### src/rtl/up_down_pkg.sv
// rtl/up_down_pkg.sv - shared types and helpers for the up/down command stage
//
// Purpose: default widths, the command and repeat-state enums, and the
// fixed-priority arbiter shared by the command generator.
package up_down_pkg;

  localparam int DEFAULT_WIDTH = 5;

  typedef enum logic [1:0] {
    CMD_NONE = 2'd0,
    CMD_LOAD = 2'd1,
    CMD_DOWN = 2'd2,
    CMD_UP   = 2'd3
  } cmd_t;

  typedef enum logic [1:0] {
    RPT_IDLE   = 2'd0,
    RPT_DELAY  = 2'd1,
    RPT_REPEAT = 2'd2
  } rpt_state_t;

  // Same-cycle press events resolve load > down > up, matching the counter.
  // Losers are dropped rather than queued.
  function automatic cmd_t arbitrate(input logic load_ev,
                                     input logic down_ev,
                                     input logic up_ev);
    cmd_t c;
    c = CMD_NONE;
    if (load_ev)      c = CMD_LOAD;
    else if (down_ev) c = CMD_DOWN;
    else if (up_ev)   c = CMD_UP;
    return c;
  endfunction

endpackage

### src/rtl/btn_debounce.sv
// rtl/btn_debounce.sv - push-button synchroniser, debouncer and press detector
//
// Purpose: brings one raw asynchronous button into the clk domain through two
// flops, accepts a level change only after DEBOUNCE_CYCLES consecutive
// samples disagree with the current stable level, and flags the cycle in
// which the stable level rises.
//
// Ports:
//   clk    in  system clock
//   rst    in  synchronous active-high reset
//   btn    in  raw asynchronous button, active high
//   level  out debounced button level
//   press  out combinational, high for the one cycle after the stable level
//              rises (release produces nothing)
module btn_debounce #(
  parameter int DEBOUNCE_CYCLES = 4
) (
  input  logic clk,
  input  logic rst,
  input  logic btn,
  output logic level,
  output logic press
);

  // A one-cycle debounce still needs a 1-bit counter to stay well formed.
  localparam int CW = (DEBOUNCE_CYCLES > 1) ? $clog2(DEBOUNCE_CYCLES) : 1;
  localparam logic [CW-1:0] CNT_LAST = CW'(DEBOUNCE_CYCLES - 1);

  logic          sync1_q;
  logic          sync2_q;
  logic          stable_q;
  logic          stable_d;
  logic          stable_prev_q;
  logic [CW-1:0] cnt_q;
  logic [CW-1:0] cnt_d;

  // Any sample agreeing with the stable level restarts the count, so only an
  // unbroken run of DEBOUNCE_CYCLES disagreeing samples flips the level.
  always_comb begin
    stable_d = stable_q;
    cnt_d    = '0;
    if (sync2_q != stable_q) begin
      if (cnt_q == CNT_LAST) begin
        stable_d = sync2_q;
        cnt_d    = '0;
      end else begin
        cnt_d = cnt_q + 1'b1;
      end
    end
  end

  always_ff @(posedge clk) begin
    if (rst) begin
      sync1_q       <= 1'b0;
      sync2_q       <= 1'b0;
      stable_q      <= 1'b0;
      stable_prev_q <= 1'b0;
      cnt_q         <= '0;
    end else begin
      sync1_q       <= btn;
      sync2_q       <= sync1_q;
      stable_q      <= stable_d;
      stable_prev_q <= stable_q;
      cnt_q         <= cnt_d;
    end
  end

  assign level = stable_q;
  assign press = stable_q & ~stable_prev_q;

endmodule

### src/rtl/up_down_cmd_gen.sv
// rtl/up_down_cmd_gen.sv - button conditioning and command pulse generator for the up/down counter
//
// Purpose: conditions the up, down and load buttons, arbitrates their press
// events into registered single-cycle up/down/load pulses and captures the
// synchronised load switches into in_val alongside each load pulse.
// Optional feature macro: UP_DOWN_CMD_REPEAT_EN adds auto-repeat for a held
// up or down button (first repeat after REPEAT_DELAY cycles, then one every
// REPEAT_PERIOD cycles), gated by the counter's high/low flags.
//
// Ports:
//   clk       in  system clock
//   rst       in  synchronous active-high reset
//   btn_up    in  raw asynchronous up button
//   btn_down  in  raw asynchronous down button
//   btn_load  in  raw asynchronous load button
//   sw_in     in  raw asynchronous load switches [WIDTH-1:0]
//   low       in  counter-at-zero flag (gates down repeats)
//   high      in  counter-at-max flag (gates up repeats)
//   up        out one-cycle up command
//   down      out one-cycle down command
//   load      out one-cycle load command
//   in_val    out load value [WIDTH-1:0], updated with each load pulse
module up_down_cmd_gen
  import up_down_pkg::*;
#(
  parameter int WIDTH           = DEFAULT_WIDTH,
  parameter int DEBOUNCE_CYCLES = 4,
  parameter int REPEAT_DELAY    = 16,
  parameter int REPEAT_PERIOD   = 4
) (
  input  logic             clk,
  input  logic             rst,
  input  logic             btn_up,
  input  logic             btn_down,
  input  logic             btn_load,
  input  logic [WIDTH-1:0] sw_in,
  input  logic             low,
  input  logic             high,
  output logic             up,
  output logic             down,
  output logic             load,
  output logic [WIDTH-1:0] in_val
);

  logic             up_level;
  logic             down_level;
  logic             load_level;
  logic             up_press;
  logic             down_press;
  logic             load_press;
  logic [WIDTH-1:0] sw_s1_q;
  logic [WIDTH-1:0] sw_s2_q;
  logic             up_q;
  logic             down_q;
  logic             load_q;
  logic [WIDTH-1:0] in_val_q;
  cmd_t             press_cmd;

  btn_debounce #(.DEBOUNCE_CYCLES(DEBOUNCE_CYCLES)) u_db_up (
    .clk   (clk),
    .rst   (rst),
    .btn   (btn_up),
    .level (up_level),
    .press (up_press)
  );

  btn_debounce #(.DEBOUNCE_CYCLES(DEBOUNCE_CYCLES)) u_db_down (
    .clk   (clk),
    .rst   (rst),
    .btn   (btn_down),
    .level (down_level),
    .press (down_press)
  );

  btn_debounce #(.DEBOUNCE_CYCLES(DEBOUNCE_CYCLES)) u_db_load (
    .clk   (clk),
    .rst   (rst),
    .btn   (btn_load),
    .level (load_level),
    .press (load_press)
  );

  // The switches are only sampled on a load pulse, long after a human has
  // settled them, so a plain two-flop synchroniser without debounce suffices.
  always_ff @(posedge clk) begin
    if (rst) begin
      sw_s1_q <= '0;
      sw_s2_q <= '0;
    end else begin
      sw_s1_q <= sw_in;
      sw_s2_q <= sw_s1_q;
    end
  end

  assign press_cmd = arbitrate(load_press, down_press, up_press);

`ifdef UP_DOWN_CMD_REPEAT_EN

  localparam int RMAX = (REPEAT_DELAY > REPEAT_PERIOD) ? REPEAT_DELAY : REPEAT_PERIOD;
  localparam int RCW  = $clog2(RMAX + 1);
  localparam logic [RCW-1:0] DELAY_LAST  = RCW'(REPEAT_DELAY - 1);
  localparam logic [RCW-1:0] PERIOD_LAST = RCW'(REPEAT_PERIOD - 1);

  rpt_state_t     rpt_state_q;
  logic           rpt_dir_up_q;
  logic [RCW-1:0] rcnt_q;
  logic           rpt_held;
  logic           rpt_allow;
  logic           unused_load_level;

  // The repeating direction must still be held; the counter flag at the end
  // it is heading toward silences the pulse but leaves the timing running.
  assign rpt_held          = rpt_dir_up_q ? up_level : down_level;
  assign rpt_allow         = rpt_dir_up_q ? ~high : ~low;
  assign unused_load_level = load_level;

  always_ff @(posedge clk) begin
    if (rst) begin
      up_q         <= 1'b0;
      down_q       <= 1'b0;
      load_q       <= 1'b0;
      in_val_q     <= '0;
      rpt_state_q  <= RPT_IDLE;
      rpt_dir_up_q <= 1'b0;
      rcnt_q       <= '0;
    end else begin
      up_q   <= (press_cmd == CMD_UP);
      down_q <= (press_cmd == CMD_DOWN);
      load_q <= (press_cmd == CMD_LOAD);
      if (press_cmd == CMD_LOAD) begin
        in_val_q <= sw_s2_q;
      end

      // A fresh press always wins over the repeat machine: load stops any
      // repeat, an up/down press (re)starts the delay in its own direction.
      if ((press_cmd == CMD_UP) || (press_cmd == CMD_DOWN)) begin
        rpt_state_q  <= RPT_DELAY;
        rpt_dir_up_q <= (press_cmd == CMD_UP);
        rcnt_q       <= '0;
      end else if (press_cmd == CMD_LOAD) begin
        rpt_state_q <= RPT_IDLE;
        rcnt_q      <= '0;
      end else begin
        case (rpt_state_q)
          RPT_IDLE: begin
            rcnt_q <= '0;
          end
          RPT_DELAY: begin
            if (!rpt_held) begin
              rpt_state_q <= RPT_IDLE;
              rcnt_q      <= '0;
            end else if (rcnt_q == DELAY_LAST) begin
              up_q        <= rpt_allow & rpt_dir_up_q;
              down_q      <= rpt_allow & ~rpt_dir_up_q;
              rpt_state_q <= RPT_REPEAT;
              rcnt_q      <= '0;
            end else begin
              rcnt_q <= rcnt_q + 1'b1;
            end
          end
          RPT_REPEAT: begin
            if (!rpt_held) begin
              rpt_state_q <= RPT_IDLE;
              rcnt_q      <= '0;
            end else if (rcnt_q == PERIOD_LAST) begin
              up_q   <= rpt_allow & rpt_dir_up_q;
              down_q <= rpt_allow & ~rpt_dir_up_q;
              rcnt_q <= '0;
            end else begin
              rcnt_q <= rcnt_q + 1'b1;
            end
          end
          default: begin
            rpt_state_q <= RPT_IDLE;
            rcnt_q      <= '0;
          end
        endcase
      end
    end
  end

`else

  // Without repeat the counter flags and repeat timing have no effect; the
  // counter saturates on its own.
  logic unused_rpt;
  assign unused_rpt = low ^ high ^ up_level ^ down_level ^ load_level ^
                      (REPEAT_DELAY > 0) ^ (REPEAT_PERIOD > 0);

  always_ff @(posedge clk) begin
    if (rst) begin
      up_q     <= 1'b0;
      down_q   <= 1'b0;
      load_q   <= 1'b0;
      in_val_q <= '0;
    end else begin
      up_q   <= (press_cmd == CMD_UP);
      down_q <= (press_cmd == CMD_DOWN);
      load_q <= (press_cmd == CMD_LOAD);
      if (press_cmd == CMD_LOAD) begin
        in_val_q <= sw_s2_q;
      end
    end
  end

`endif

  assign up     = up_q;
  assign down   = down_q;
  assign load   = load_q;
  assign in_val = in_val_q;

endmodule

### config.mk
export PLATFORM = sky130hd
export DESIGN_NAME = up_down_cmd_gen
export DESIGN_NICKNAME = d
export VERILOG_FILES = /design/src/rtl/up_down_pkg.sv /design/src/rtl/btn_debounce.sv /design/src/rtl/up_down_cmd_gen.sv
export SDC_FILE = /design/constraint.sdc
export NUM_CORES = 1
export LEC_CHECK = 0
export CORE_MARGIN = 1.5
export CORE_UTILIZATION = 44
export DETAILED_ROUTE_END_ITERATION = 10
export HOLD_SLACK_MARGIN = 0.15
export MAX_ROUTING_LAYER = met4
export PLACE_DENSITY = 0.8
export SETUP_SLACK_MARGIN = 0.2
export SLEW_MARGIN = 15
export SYNTH_ARGS = -nofsm -noshare
export SYNTH_HDL_FRONTEND = slang
export SYNTH_HIERARCHICAL = 1
export SYNTH_SLANG_ARGS = --single-unit
### constraint.sdc
create_clock -name clk -period 2.8 [get_ports clk]
set_input_delay 0.56 -clock clk [delete_from_list [all_inputs] [get_ports clk]]
set_output_delay 0.56 -clock clk [all_outputs]
set_load 0.005 [all_outputs]
==> metrics.md <==
| Metric | Value |
|---|---|
| Worst-Margin Slew | `0.847 ns` |
| Critical path peak fanout | `2` |
| Initial Util | `46.8%` |
| Fraction of layout cells with a size suffix above 1 | `11.3%` |
| Reg power frac | `65.8%` |
| Complex-gate fraction of the synthesized area | `0%` |
| Multiplexer area fraction after synthesis | `6.84%` |
| Cell Chain, Critical Path | `clkdlybuf4s50_1` |
| RSZ-0062 raised after global routing | `no` |
| NetSw | `164 µW` |
| Largest family of logic cells by synthesized area | `simple AND/OR/NAND/NOR gates` |
| RR Startpoint | `u_db_load/level$_SDFFE_PP0P_` |
| Setup violations, final | `0` |
| Post-synthesis cell count | `91` |
| Clock latency on the worst-skew pair | `0.32 ns` |
| Worst R2R Setup Slack | `1.25 ns` |
| Die area | `2980 µm²` |
| Reg clk slew, reported paths | `0.09 ns` |
| Final hold vios | `0` |
| Hold path endpoint | `u_db_load/cnt_q[0]$_SDFF_PP0_` |
| RR Endpoint | `in_val[4]$_SDFFE_PP0N_` |
| Worst Setup Start Kind | `flip-flop` |
| Crit path DAT | `1.18 ns` |
| Ports | `20` |
| Layout net count | `130` |
| Overall Global Routing Usage | `13.1%` |
| DRT Wirelength | `1490 µm` |
| CP top delay family | `buffers and inverters` |
| Remaining global-route overflow | `0` |
| Post_cts resized | `0` |
| H-tree levels | `2` |
| P_leak | `0.548 nW` |
| Synth cell types | `12` |
| Maximum vdd ir drop | `0.405 mV` |
| Rel. slew slack | `43.4%` |
| Yosys warnings | `6` |
| Hold-fix buffers at CTS | `0` |
| WP data required | `2.24 ns` |
| Setup bufs post-CTS | `0` |
| Crit path time final | `1.74 ns` |
| HPWL after detailed placement | `1100 µm` |
| Worst Reg-to-Reg Cells | `3` |
| Register bit total from synthesis | `36` |
| Buffers on Ports | `17` |
| Post-Synth XOR/XNOR Area | `2.24%` |
| Largest net degree at the start of global routing | `19` |
| Post-DRT Antenna Nets | `0` |
| WP buf/inv | `1` |
| Root Driver | `clkbuf_4` |
| Simple-Gate Fraction of Synth Area | `24.3%` |
| Achievable frequency | `575 MHz` |
| Clock share of power | `30.0%` |
| Vias per inst | `4.62` |
| Maxcap violations | `0` |
| Synth Area in Adders | `3.21%` |
| Clock Skew | `0.00623 ns` |
| Crit path capture type | `output port` |
| # clock sinks | `36` |
| Post-Syn Area | `1170 µm²` |
| Placed instance area | `1370 µm²` |
| Tightest Hold Check Type | `reg2reg` |
| Worst Hold Launch | `u_db_load/cnt_q[0]$_SDFF_PP0_` |
| Ant. Diodes | `0` |
| Synth Area per Inst | `12.9 µm²` |
| Critical path's largest stage delay | `0.51 ns` |
| Utilization after layout | `56.7%` |
| Fin. max-slew vios | `0` |
| Critical Path Start | `in_val[3]$_SDFFE_PP0N_` |
| Slowest cell on crit path | `clkdlybuf4s50_1` |
| Antenna violations before repair | `0` |
| Final Cycle Share | `62.1%` |
| Max Buffers Root-to-Sink | `2` |
| Comb pwr share | `4.2%` |
| Pwr dens | `565 nW/µm²` |
| Total core area | `2500 µm²` |
| Cell-internal power | `637 µW` |
| CTS tree | `done` |
| Num CTS Buffers | `5` |
| DRT iter0 DRCs | `3` |
| P&R area growth vs syn | `21.0%` |
| First-pass GRT wire length | `2530 µm` |
| Std cell rows | `18` |
| Gpl congestion | `0.637` |
| DRC Markers | `0` |
| Design Area, Final | `1420 µm²` |
| Vias | `670` |
| Post-synthesis sequential area ratio | `61.5%` |
| Die height | `54.6 µm` |
| Post-Route Setup TNS | `0 ns` |
| Switch share | `20.4%` |
| Post-synthesis net count | `106` |
| Status | `finished, final reports clean` |
| Drt wl/cell | `10.3 µm` |
| Hold path depth | `1` |
| Vias in the first global route | `647` |
| Die W | `54.6 µm` |
| Crit Path Class | `reg2out` |
| Drt pass-1 iters | `4` |
-- state kept, by name, indices dropped and copies added (netlist names), 2 cells and up --
name / count
sw_s2_q: 5
u_db_load/cnt_q: 2
u_db_down/cnt_q: 2
sw_s1_q: 5
in_val: 5
u_db_up/cnt_q: 2
-- power groups by stage --
stage                     Clock, mW  Sequential (mW)  Combinational [mW]
final                         0.240            0.527              0.0336
after global placement            0            0.539              0.0335
after CTS                     0.250            0.528              0.0344
after floorplan                   0            0.538              0.0151
after global routing          0.273            0.529              0.0378
after detailed placement          0            0.540              0.0345
-- cells in the final DEF, fill, tap and decap left out --
cell type        instances
buf_4                    2
nor2_1                   8
nor2b_1                 15
mux2i_1                  8
dfxtp_1                 36
clkbuf_1                 1
xnor2_1                  3
clkbuf_4                 5
and2b_1                  8
nor4b_4                  1
ha_1                     3
clkdlybuf4s50_1         17
clkinv_2                 1
nor4_1                   3
nor3b_2                  1
nor4b_2                  3
-- worst max-delay path by stage --
stage	slack, ns	endpoint	cells past startpoint
global route	0.99	in_val[3]	1
detailed placement	1.22	in_val[4]$_SDFFE_PP0N_	3
floorplan	1.81	in_val[0]$_SDFFE_PP0N_	4
global placement	1.22	sw_s1_q[0]$_SDFF_PP0_	3
CTS	1.04	in_val[3]	1
finish	1.06	in_val[3]	1
-- logic make-up after synthesis --
| logic type | Yosys count |
|---|---|
| XOR/XNOR | 3 |
| adder cells (fa/ha/maj) | 3 |
| buffers and inverters | 2 |
| flip-flops | 36 |
| multiplexers | 8 |
| AND/OR/NAND/NOR | 39 |
-- layout make-up --
type	count	area, µm²
Sequential cell	36	721
Tap cell	30	37.5
Clock buffer	6	41.3
Clock inverter	1	5.00
Fill cell	213	1080
Multi-Input combinational cell	53	428
Timing Repair Buffer	19	185
-- layer usage --
metal  global-route usage (%)  up-vias  share of wire [%]  routed length [µm]
li1                         -      348                  -                   -
met1                     11.7      303                 40                 594
met2                     22.2       17                 54                 813
met3                     5.74        2                4.7                  70
met4                     8.75        0                1.1                  16
met5                        -        -                  0                   0
-- Yosys cell counts --
library cell	count	area (µm²)
nor3b_2	1	12.5
ha_1	3	37.5
mux2i_1	8	80.1
nor4b_2	3	45.0
xnor2_1	3	26.3
nor2b_1	15	93.8
dfxtp_1	36	721
buf_6	2	22.5
nor4b_4	1	23.8
nor4_1	3	18.8
nor2_1	8	30.0
and2b_1	8	60.1
-- through the flow --
stage | std cells | total power [mW] | hold slack [ns] | worst slack (ns)
floorplan | 91 | 0.553 | 0.404 | 1.81
global placement | 138 | 0.572 | 0.413 | 1.22
detailed placement | 138 | 0.574 | 0.421 | 1.22
CTS | 145 | 0.811 | 0.444 | 1.04
global route | 145 | 0.840 | 0.456 | 0.993
finish | 145 | 0.801 | 0.438 | 1.06
Power figures use the tool's default switching activity.
